**config.mk**
```make
export PLATFORM = sky130hd
export DESIGN_NAME = ltc2203_frame_packer
export DESIGN_NICKNAME = d
export VERILOG_FILES = /design/src/rtl/ltc2203_pkg.sv /design/src/rtl/ltc2203_snap_buf.sv /design/src/rtl/ltc2203_frame_packer.sv
export SDC_FILE = /design/constraint.sdc
export NUM_CORES = 1
export LEC_CHECK = 0
export BUFFER_PORTS_ARGS = -buffer_cell sky130_fd_sc_hd__buf_2
export CAP_MARGIN = 15
export CORE_MARGIN = 2
export CORE_UTILIZATION = 45
export DETAILED_ROUTE_END_ITERATION = 16
export GPL_ROUTABILITY_DRIVEN = 0
export GPL_TIMING_DRIVEN = 1
export PLACE_DENSITY_LB_ADDON = 0.25
export SKIP_CTS_REPAIR_TIMING = 1
export SLEW_MARGIN = 0
export SYNTH_ARGS = -nofsm -noshare
export SYNTH_HDL_FRONTEND = slang
export SYNTH_SLANG_ARGS = --single-unit
```
**constraint.sdc**
```tcl
create_clock -name CLK -period 15.15 [get_ports CLK]
set_input_delay 3.03 -clock CLK [delete_from_list [all_inputs] [get_ports CLK]]
set_output_delay 3.03 -clock CLK [all_outputs]
set_load 0.01 [all_outputs]
```
**src/rtl/ltc2203_pkg.sv**
```systemverilog
// Shared constants, FSM encoding and the channel search helper for the LTC2203 frame packer.
package ltc2203_pkg;

    localparam int N_CH   = 16;
    localparam int DW     = 16;
    localparam int CH_W   = $clog2(N_CH);
    localparam int DROP_W = 16;

    localparam logic [DW-1:0] SYNC_WORD = 16'hEB90;

    typedef enum logic [2:0] {
        ST_IDLE = 3'd0,
        ST_SYNC = 3'd1,
        ST_CNT  = 3'd2,
        ST_DATA = 3'd3,
        ST_CSUM = 3'd4
    } state_t;

    // Index of the lowest set bit; 0 when the mask is empty (caller qualifies with |mask).
    function automatic logic [CH_W-1:0] lowest_set(input logic [N_CH-1:0] mask);
        logic [CH_W-1:0] idx;
        idx = '0;
        for (int k = N_CH - 1; k >= 0; k--) begin
            if (mask[k]) idx = CH_W'(k);
        end
        return idx;
    endfunction

endpackage

```
**src/rtl/ltc2203_snap_buf.sv**
```systemverilog
// Snapshot storage for the frame packer: the active buffer being framed, a single pending
// slot, the saturating drop counter and the next-enabled-channel search for DATA words.
module ltc2203_snap_buf
    import ltc2203_pkg::*;
(
    input  logic               clk,
    input  logic               rst_n,
    input  logic               sample_valid,
    input  logic [N_CH*DW-1:0] sample_data,
    input  logic [N_CH-1:0]    ch_enable,
    input  logic               idle,
    input  logic               frame_done,
    input  logic               word_done,
    output logic [DW-1:0]      cur_word,
    output logic               rem_any,
    output logic               rem_last,
    output logic               pending_full,
    output logic [DROP_W-1:0]  drop_count
);

    logic [N_CH*DW-1:0] act_data;
    logic [N_CH*DW-1:0] pend_data;
    logic [N_CH-1:0]    pend_en;
    logic [N_CH-1:0]    rem_mask;
    logic [CH_W-1:0]    cur_ch;
    logic               use_pending;
    logic               load_active;
    logic               load_pending;
    logic               drop;

    // Decide where a strobe lands: active buffer, pending slot, or dropped.
    always_comb begin
        // NOTE: every signal gets a value before any condition, so no path can infer a latch.
        use_pending  = 1'b0;
        load_active  = 1'b0;
        load_pending = 1'b0;
        drop         = 1'b0;

        use_pending  = frame_done & pending_full;
        load_active  = (idle & sample_valid) | (frame_done & (pending_full | sample_valid));
        // On the closing transfer a strobe only needs the pending slot if the slot is
        // being emptied into the active buffer; otherwise it goes straight to active.
        load_pending = sample_valid & (use_pending | (~idle & ~frame_done & ~pending_full));
        drop         = sample_valid & ~idle & ~frame_done & pending_full;
    end

    // Snapshot payload registers; they are only read after being loaded.
    // NOTE: payload flops carry no reset -- control state alone decides whether they are used.
    always_ff @(posedge clk) begin
        if (load_pending) begin
            pend_data <= sample_data;
            pend_en   <= ch_enable;
        end
        if (load_active) begin
            act_data <= use_pending ? pend_data : sample_data;
        end
    end

    // Pending-slot occupancy and the remaining-channel mask of the active frame.
    always_ff @(posedge clk or negedge rst_n) begin
        // NOTE: non-blocking assignments so every flop samples pre-edge values.
        if (!rst_n) begin
            pending_full <= 1'b0;
            rem_mask     <= '0;
        end else begin
            if (load_pending) begin
                pending_full <= 1'b1;
            end else if (use_pending) begin
                pending_full <= 1'b0;
            end

            if (load_active) begin
                rem_mask <= use_pending ? pend_en : ch_enable;
            end else if (word_done) begin
                rem_mask[cur_ch] <= 1'b0;
            end
        end
    end

    // Saturating count of snapshots that found both buffers occupied.
    always_ff @(posedge clk or negedge rst_n) begin
        if (!rst_n) begin
            drop_count <= '0;
        end else if (drop && (drop_count != '1)) begin
            drop_count <= drop_count + DROP_W'(1);
        end
    end

    assign cur_ch   = lowest_set(rem_mask);
    assign cur_word = act_data[cur_ch*DW +: DW];
    assign rem_any  = |rem_mask;
    assign rem_last = rem_any && ((rem_mask & (rem_mask - N_CH'(1))) == '0);

endmodule

```
**src/rtl/ltc2203_frame_packer.sv**
```systemverilog
// Frames 16-channel LTC2203 snapshots into a valid/ready word stream:
// sync word, frame count, enabled channel words, XOR checksum.
module ltc2203_frame_packer
    import ltc2203_pkg::*;
(
    input  logic               CLK,
    input  logic               RESET_n,
    input  logic               SAMPLE_VALID,
    input  logic [N_CH*DW-1:0] SAMPLE_DATA,
    input  logic [N_CH-1:0]    CH_ENABLE,
    output logic [DW-1:0]      OUT_DATA,
    output logic               OUT_VALID,
    input  logic               OUT_READY,
    output logic               OUT_SOF,
    output logic               OUT_EOF,
    output logic               BUSY,
    output logic [DROP_W-1:0]  DROP_COUNT
);

    state_t          state;
    state_t          next_state;
    logic [DW-1:0]   frame_cnt;
    logic [DW-1:0]   csum;
    logic [DW-1:0]   cur_word;
    logic            rem_any;
    logic            rem_last;
    logic            pending_full;
    logic            idle;
    logic            frame_done;
    logic            word_done;
    logic            cnt_done;

    assign idle       = (state == ST_IDLE);
    assign cnt_done   = (state == ST_CNT)  & OUT_READY;
    assign word_done  = (state == ST_DATA) & OUT_READY;
    assign frame_done = (state == ST_CSUM) & OUT_READY;

    ltc2203_snap_buf u_snap (
        .clk          (CLK),
        .rst_n        (RESET_n),
        .sample_valid (SAMPLE_VALID),
        .sample_data  (SAMPLE_DATA),
        .ch_enable    (CH_ENABLE),
        .idle         (idle),
        .frame_done   (frame_done),
        .word_done    (word_done),
        .cur_word     (cur_word),
        .rem_any      (rem_any),
        .rem_last     (rem_last),
        .pending_full (pending_full),
        .drop_count   (DROP_COUNT)
    );

    // Frame sequencer state register.
    always_ff @(posedge CLK or negedge RESET_n) begin
        if (!RESET_n) begin
            state <= ST_IDLE;
        end else begin
            state <= next_state;
        end
    end

    // Next state and stream outputs decoded from registered state; a state only moves on a transfer.
    always_comb begin
        next_state = state;
        OUT_VALID  = 1'b0;
        OUT_DATA   = '0;
        OUT_SOF    = 1'b0;
        OUT_EOF    = 1'b0;
        case (state)
            ST_IDLE: begin
                if (SAMPLE_VALID) next_state = ST_SYNC;
            end
            ST_SYNC: begin
                OUT_VALID = 1'b1;
                OUT_DATA  = SYNC_WORD;
                OUT_SOF   = 1'b1;
                if (OUT_READY) next_state = ST_CNT;
            end
            ST_CNT: begin
                OUT_VALID = 1'b1;
                OUT_DATA  = frame_cnt;
                if (OUT_READY) next_state = rem_any ? ST_DATA : ST_CSUM;
            end
            ST_DATA: begin
                OUT_VALID = 1'b1;
                OUT_DATA  = cur_word;
                if (OUT_READY && rem_last) next_state = ST_CSUM;
            end
            ST_CSUM: begin
                OUT_VALID = 1'b1;
                OUT_DATA  = csum;
                OUT_EOF   = 1'b1;
                // A waiting or simultaneous snapshot starts the next frame with no gap.
                if (OUT_READY) next_state = (pending_full || SAMPLE_VALID) ? ST_SYNC : ST_IDLE;
            end
            default: begin
                next_state = ST_IDLE;
            end
        endcase
    end

    // Running XOR seeded with the count word, and the per-frame counter.
    always_ff @(posedge CLK or negedge RESET_n) begin
        if (!RESET_n) begin
            csum      <= '0;
            frame_cnt <= '0;
        end else begin
            if (cnt_done) begin
                csum <= frame_cnt;
            end else if (word_done) begin
                csum <= csum ^ cur_word;
            end
            if (frame_done) begin
                frame_cnt <= frame_cnt + DW'(1);
            end
        end
    end

    assign BUSY = ~idle | pending_full;

endmodule

```
**Yosys cells after proc, flatten, opt, wreduce, memory -nomap -nowiden**

Index checks and enable logic that the tools add are counted.

- Bits of input ports: 276
- Register bits after elaboration: 596

- Shifts and indexed selects: 1
- Add/subtract/negate cells: 3
- $lt $le $gt $ge: 2
- Eq/ne operators: 10
- Bitwise operators: 23
- Reduce and logical (&&, ||, !) cells: 13
- Mux-type cells: 38

Operators by type and width:

| cell | count |
|---|---|
| 2-to-1 mux 256 bit | 1 |
| indexed part select 256 x 9 -> 16 bit | 1 |
| 2-to-1 mux 16 bit | 5 |
| 2-to-1 mux 4 bit | 16 |
| case mux 16 bit (4 select lines) | 1 |
| adder 16 x 1 -> 16 bit, second input constant | 2 |
| AND 16 bit | 2 |
| 2-to-1 mux 3 bit | 6 |
| zero test 16 bit | 1 |
| inequality test 16 bit, second input constant | 1 |
| inverter 16 bit | 1 |
| OR reduction 16 bit | 1 |
| subtractor 16 x 1 -> 16 bit, second input constant | 1 |
| bitwise XOR 16 bit | 1 |
| case mux 3 bit (5 select lines) | 1 |
| AND 1 bit | 12 |
| inequality test 2 bit, second input constant | 4 |
| 2-to-1 mux 1 bit | 7 |
| == test 3 x 2 -> 1 bit, second input constant | 2 |
| nonzero test 2 bit | 3 |
| less-than comparator 4 x 5 -> 1 bit, second input constant | 1 |
| AND reduction 5 bit | 1 |
| demux 1 bit (select 4 bit) | 1 |
| greater-or-equal comparator 4 x 1 -> 1 bit, second input constant | 1 |
| 9 further kinds | 17 |

**Logic depth before layout (Yosys ltp)**

- Depth after elaboration: 24
- Mapped depth: 12

**Modules after synthesis**

Synthesis repeated with hierarchy kept, for this count alone.

- Cell total of the unflattened synthesis: 1574
- Area total of the unflattened synthesis: 24783.8 sq um

By module, submodules not included:

| module | cells an instance | instances | area an instance (sq um) | sequential area each (sq um) |
|---|---|---|---|---|
| ltc2203_snap_buf | 1324 | 1 | 22710.5 | 16681.0 |
| ltc2203_frame_packer | 250 | 1 | 2073.2 | 875.8 |

**Worst setup path after synthesis**

OpenSTA, ideal clock, no wires.

- Kind: in2reg
- Start: input OUT_READY
- End: register u_snap.pend_data[0] (enable)
- Arrival: 15.466 ns
- Stages: 5
- Data required time: 14.208 ns
- Path slack: -1.258 ns
- Path buffers: 1
- Path through: clkbuf_1 nand3_1 o21ai_0 a21oi_1 nor2b_1

- Cells in the longest elaborated chain, start to end: 6
- Elaborated cells on any way between the ends: 7
- Classes of those cells: 7 x bitwise

RTL lines:

| item | RTL line | source |
|---|---|---|
| start: declaration | ltc2203_frame_packer.sv:13 | `input logic OUT_READY,` |
| AND 1 bit * | ltc2203_frame_packer.sv:36 | `assign frame_done = (state == ST_CSUM) & OUT_READY;` |
| inverter 1 bit | ltc2203_snap_buf.sv:43 | `load_pending = sample_valid & (use_pending \| (~idle & ~frame_done & ~pending_full));` |
| AND 1 bit (2 in a row) | ltc2203_snap_buf.sv:43 |  |
| OR 1 bit * | ltc2203_snap_buf.sv:43 |  |
| AND 1 bit * | ltc2203_snap_buf.sv:43 |  |
| via u_snap.load_pending | ltc2203_snap_buf.sv:28 | `logic load_pending;` |
| end signal: assignment | ltc2203_snap_buf.sv:51 | `pend_data <= sample_data;` |
| end: declaration | ltc2203_snap_buf.sv:22 | `logic [N_CH*DW-1:0] pend_data;` |

Mark *: on every way through the listed nets, which the timed path passes. The rest lies on a longest branch.
A chain may end at the register's enable or synchronous reset.

**Final worst setup path**

- Start: register u_snap.rem_mask[3]
- End: output OUT_DATA[5]

- Cells in the longest elaborated chain, start to end: 6

RTL lines:

| item | RTL line | source |
|---|---|---|
| start: declaration | ltc2203_snap_buf.sv:24 | `logic [N_CH-1:0] rem_mask;` |
| start signal: assignment | ltc2203_snap_buf.sv:73 | `rem_mask <= use_pending ? pend_en : ch_enable;` |
| 2-to-1 mux 4 bit (4 in a row) | ltc2203_pkg.sv:24 | `if (mask[k]) idx = CH_W'(k);` |
| indexed part select 256 x 9 -> 16 bit | ltc2203_snap_buf.sv:90 | `assign cur_word = act_data[cur_ch*DW +: DW];` |
| case mux 16 bit (4 select lines) | ltc2203_frame_packer.sv:70 | `case (state)` |
| end: declaration | ltc2203_frame_packer.sv:11 | `output logic [DW-1:0] OUT_DATA,` |

No other way between the ends.

==> flow_metrics.tcl <==
set metrics [dict create \
    fp-row-count 87 \
    cts.sinks 596 \
    clockBufferDepth 3 \
    startpoint_type "flip-flop" \
    min_period_ns 8.20 \
    max_slew_margin 0.151 \
    fillCellCount 4690 \
    dpl_worst_slack_ns 7.62 \
    synth.net_count 1962 \
    timing.final.setup_violations 0 \
    dr.first_iter.drc_count 2082 \
    dr.pass1.iters 6 \
    power_density_nw_per_um2 183 \
    final_critical_path_setup_slack_ns 6.95 \
    final-max-slew-violation-count 0 \
    detailroute.via_count 16218 \
    maximum_number_of_pins_on_one_net_before_global_route_repair 84 \
    final.period_utilization 0.541 \
    detail_route.drc_violations 0 \
    core-area_um2 56200 \
    synth.top_cells.by_area "sky130_fd_sc_hd__edfxtp_1 (62%), sky130_fd_sc_hd__mux2_2 (12%), sky130_fd_sc_hd__dfrtp_1 (6.7%)" \
    synth-seq-cells 596 \
    hold_violations 0 \
    dominantRegCellSynth "sky130_fd_sc_hd__edfxtp_1" \
    die_h_um 242 \
    cts.reportedPaths.clkPinSlew_ns 0.06 \
    synth.distinct_cells 73 \
    die-width_um 242 \
    synth_cells 1684 \
    asyncSetResetFlopFracSynth 0.114 \
    most_common_cell_in_the_netlist "sky130_fd_sc_hd__edfxtp_1" \
    number_of_max_cap_violations 0 \
    final_nets 2257 \
    tritoncts "done" \
    hold_class "flip-flop to flip-flop" \
    top_level_pins 312 \
    global_route_usage_sum 0.233 \
    setup-tns-final_ns 0 \
    crit_path_end_kind "output pin" \
    grt_first_pass_wirelength_um 103000 \
    synth.cells.most_frequent "sky130_fd_sc_hd__edfxtp_1 (528), sky130_fd_sc_hd__mux2_2 (269), sky130_fd_sc_hd__nand2_1 (89)" \
    sequential_area_share_after_synthesis 0.689 \
    area_growth_pct 16.8 \
    synth_edf_count 528 \
    netlist_area_before_placement_um2 25500 \
    routed_wirelength_um 69400 \
    h-tree-depth 2 \
    viasPerCell 5.82 \
    final_cells 2788 \
    max_slew.worst_pin.slew_ns 1.27 \
    cts_bufs_inserted 61 \
    start_util 0.454 \
    globalRouteOverflowTotal 0 \
    run_status "finished clean" \
    finalClockSkew_ns 0.0241 \
    port_buffers 311 \
    syn-mean-instance-area_um2 15.1 \
    antenna_found_initial 2 \
    worst-endpoint-arrival_ns 5.17 \
    drtAntennaViolNets 0 \
    fp.dieArea_um2 58500 \
    vdd_ir_drop_max_mv 0.115 \
    vias_in_the_first_global_route 15987 \
    clock-root-buffer "sky130_fd_sc_hd__clkbuf_16" \
    wl_per_cell_um 24.9 \
    post_route_cells_drive_above_1_share 0.353 \
    synth_top_cell_by_area "sky130_fd_sc_hd__edfxtp_1" \
    clock.fmax_mhz 122 \
    path_max_fanout 33 \
    critical_path_class "flip-flop to output pin" \
    hpwl_um 48400 \
    synth_warn 0 \
    total_leakage_power_nw 10.7 \
    dpl.cell_count 2672 \
    worst_skew_pair.late_latency_ns 0.64 \
    setup_repair_after_global_routing_missed_its_margin "no" \
    synth_largest_type_area_fraction 0.622 \
    worstPathRequired_ns 12.12 \
]
==> metrics by stage <==
step	hold WS (ns)	total power [W]	utilization	area [um^2]
final	0.496	0.00546	0.530	29700
after global routing	0.512	0.00570	0.529	29700
after CTS	0.495	0.00547	0.529	29700
after detailed placement	0.486	0.00397	0.494	27800
after global placement	0.478	0.00394	0.494	27800
after floorplan	0.455	0.00340	-	25500
==> final timing paths <==
check	from	cells after the start	end	slack [ns]
hold reg to reg	u_snap.drop_count[12]	1	u_snap.drop_count[12]	0.50
max in group asynchronous	RESET_n	2	u_snap.rem_mask[0]	11.92
hold / removal	u_snap.drop_count[12]	1	u_snap.drop_count[12]	0.50
setup / recovery	u_snap.rem_mask[3]	9	OUT_DATA[5]	6.95
setup reg to reg	state[1]	6	u_snap.act_data[175]	9.94
min in group asynchronous	RESET_n	2	frame_cnt[6]	2.62
==> cell usage in the layout, fill, tap and decap left out, types with 13 or more instances in the layout <==
master                      netlist  layout
sky130_fd_sc_hd__nand3_1         53      53
sky130_fd_sc_hd__nor2_1          78      78
sky130_fd_sc_hd__edfxtp_1       528     528
sky130_fd_sc_hd__o211ai_1        14      14
sky130_fd_sc_hd__clkinv_1         1      17
sky130_fd_sc_hd__mux2_2         269     269
sky130_fd_sc_hd__buf_4            2      26
sky130_fd_sc_hd__a211oi_1        22      21
sky130_fd_sc_hd__dfrtp_1         68      68
sky130_fd_sc_hd__clkbuf_16        0      62
sky130_fd_sc_hd__nor3_1          26      26
sky130_fd_sc_hd__o22ai_1         34      34
sky130_fd_sc_hd__xnor2_1         21      21
sky130_fd_sc_hd__and3_1          17      17
sky130_fd_sc_hd__nand4_1         13      13
sky130_fd_sc_hd__o21ai_0         45      44
sky130_fd_sc_hd__a31oi_1         27      26
sky130_fd_sc_hd__nand2_1         89      87
sky130_fd_sc_hd__a21oi_1         42      42
sky130_fd_sc_hd__a221oi_1        30      30
sky130_fd_sc_hd__buf_2           19     311
sky130_fd_sc_hd__clkinv_2         0      14
==> per-layer routing <==
metal,share of wire,global-route usage
met1,0.44,0.341
met2,0.46,0.357
met3,0.069,0.0438
met4,0.027,0.0694
met5,0,0
==> worst max-delay path: stages, from the launching register on <==
cell	delay (ns)
sky130_fd_sc_hd__dfrtp_1	0.61
sky130_fd_sc_hd__nor2b_1	0.63
sky130_fd_sc_hd__nor2_1	0.11
sky130_fd_sc_hd__or2_2	0.57
sky130_fd_sc_hd__nand2_1	0.83
sky130_fd_sc_hd__a211oi_1	0.44
sky130_fd_sc_hd__nor4_2	0.90
sky130_fd_sc_hd__nand3_1	0.16
sky130_fd_sc_hd__nand2_1	0.12
sky130_fd_sc_hd__buf_2	0.14
==> state kept, by name, summed over array words and instances, names as in the netlist <==
name and count:
csum 16, u_snap.rem_mask 16, frame_cnt 16, state 3
u_snap.pend_en 16, u_snap.pend_data 256, u_snap.act_data 256, u_snap.pending_full 1
u_snap.drop_count 16
==> where the power goes <==
part / internal, W / switching [W]
combinational: 0.000537 / 0.00114
sequential: 0.00211 / 0.000170
clock: 0.000851 / 0.000644
total: 0.00350 / 0.00196
==> area by class of cell <==
| cell class | count | area [um^2] | area share |
|---|---|---|---|
| Multi-Input combinational cell | 976 | 7490 | 0.252 |
| Antenna cell | 2 | 5.00 | 0.000168 |
| Tap cell | 756 | 946 | 0.0318 |
| Inverter | 7 | 26.3 | 0.000883 |
| Timing Repair Buffer | 337 | 1750 | 0.0589 |
| Sequential cell | 596 | 17600 | 0.590 |
| Clock buffer | 71 | 1590 | 0.0533 |
| Clock inverter | 43 | 388 | 0.0130 |
==> cells by family after synthesis <==
kind of cell	synth area share
AO/OA/AOI/OAI	0.0869
XOR/XNOR	0.0107
adder cells (fa/ha/maj)	0.000982
buffers and inverters	0.0183
flip-flops	0.689
multiplexers	0.123
AND/OR/NAND/NOR	0.0707
No activity file was read; power rests on OpenSTA's default activity.
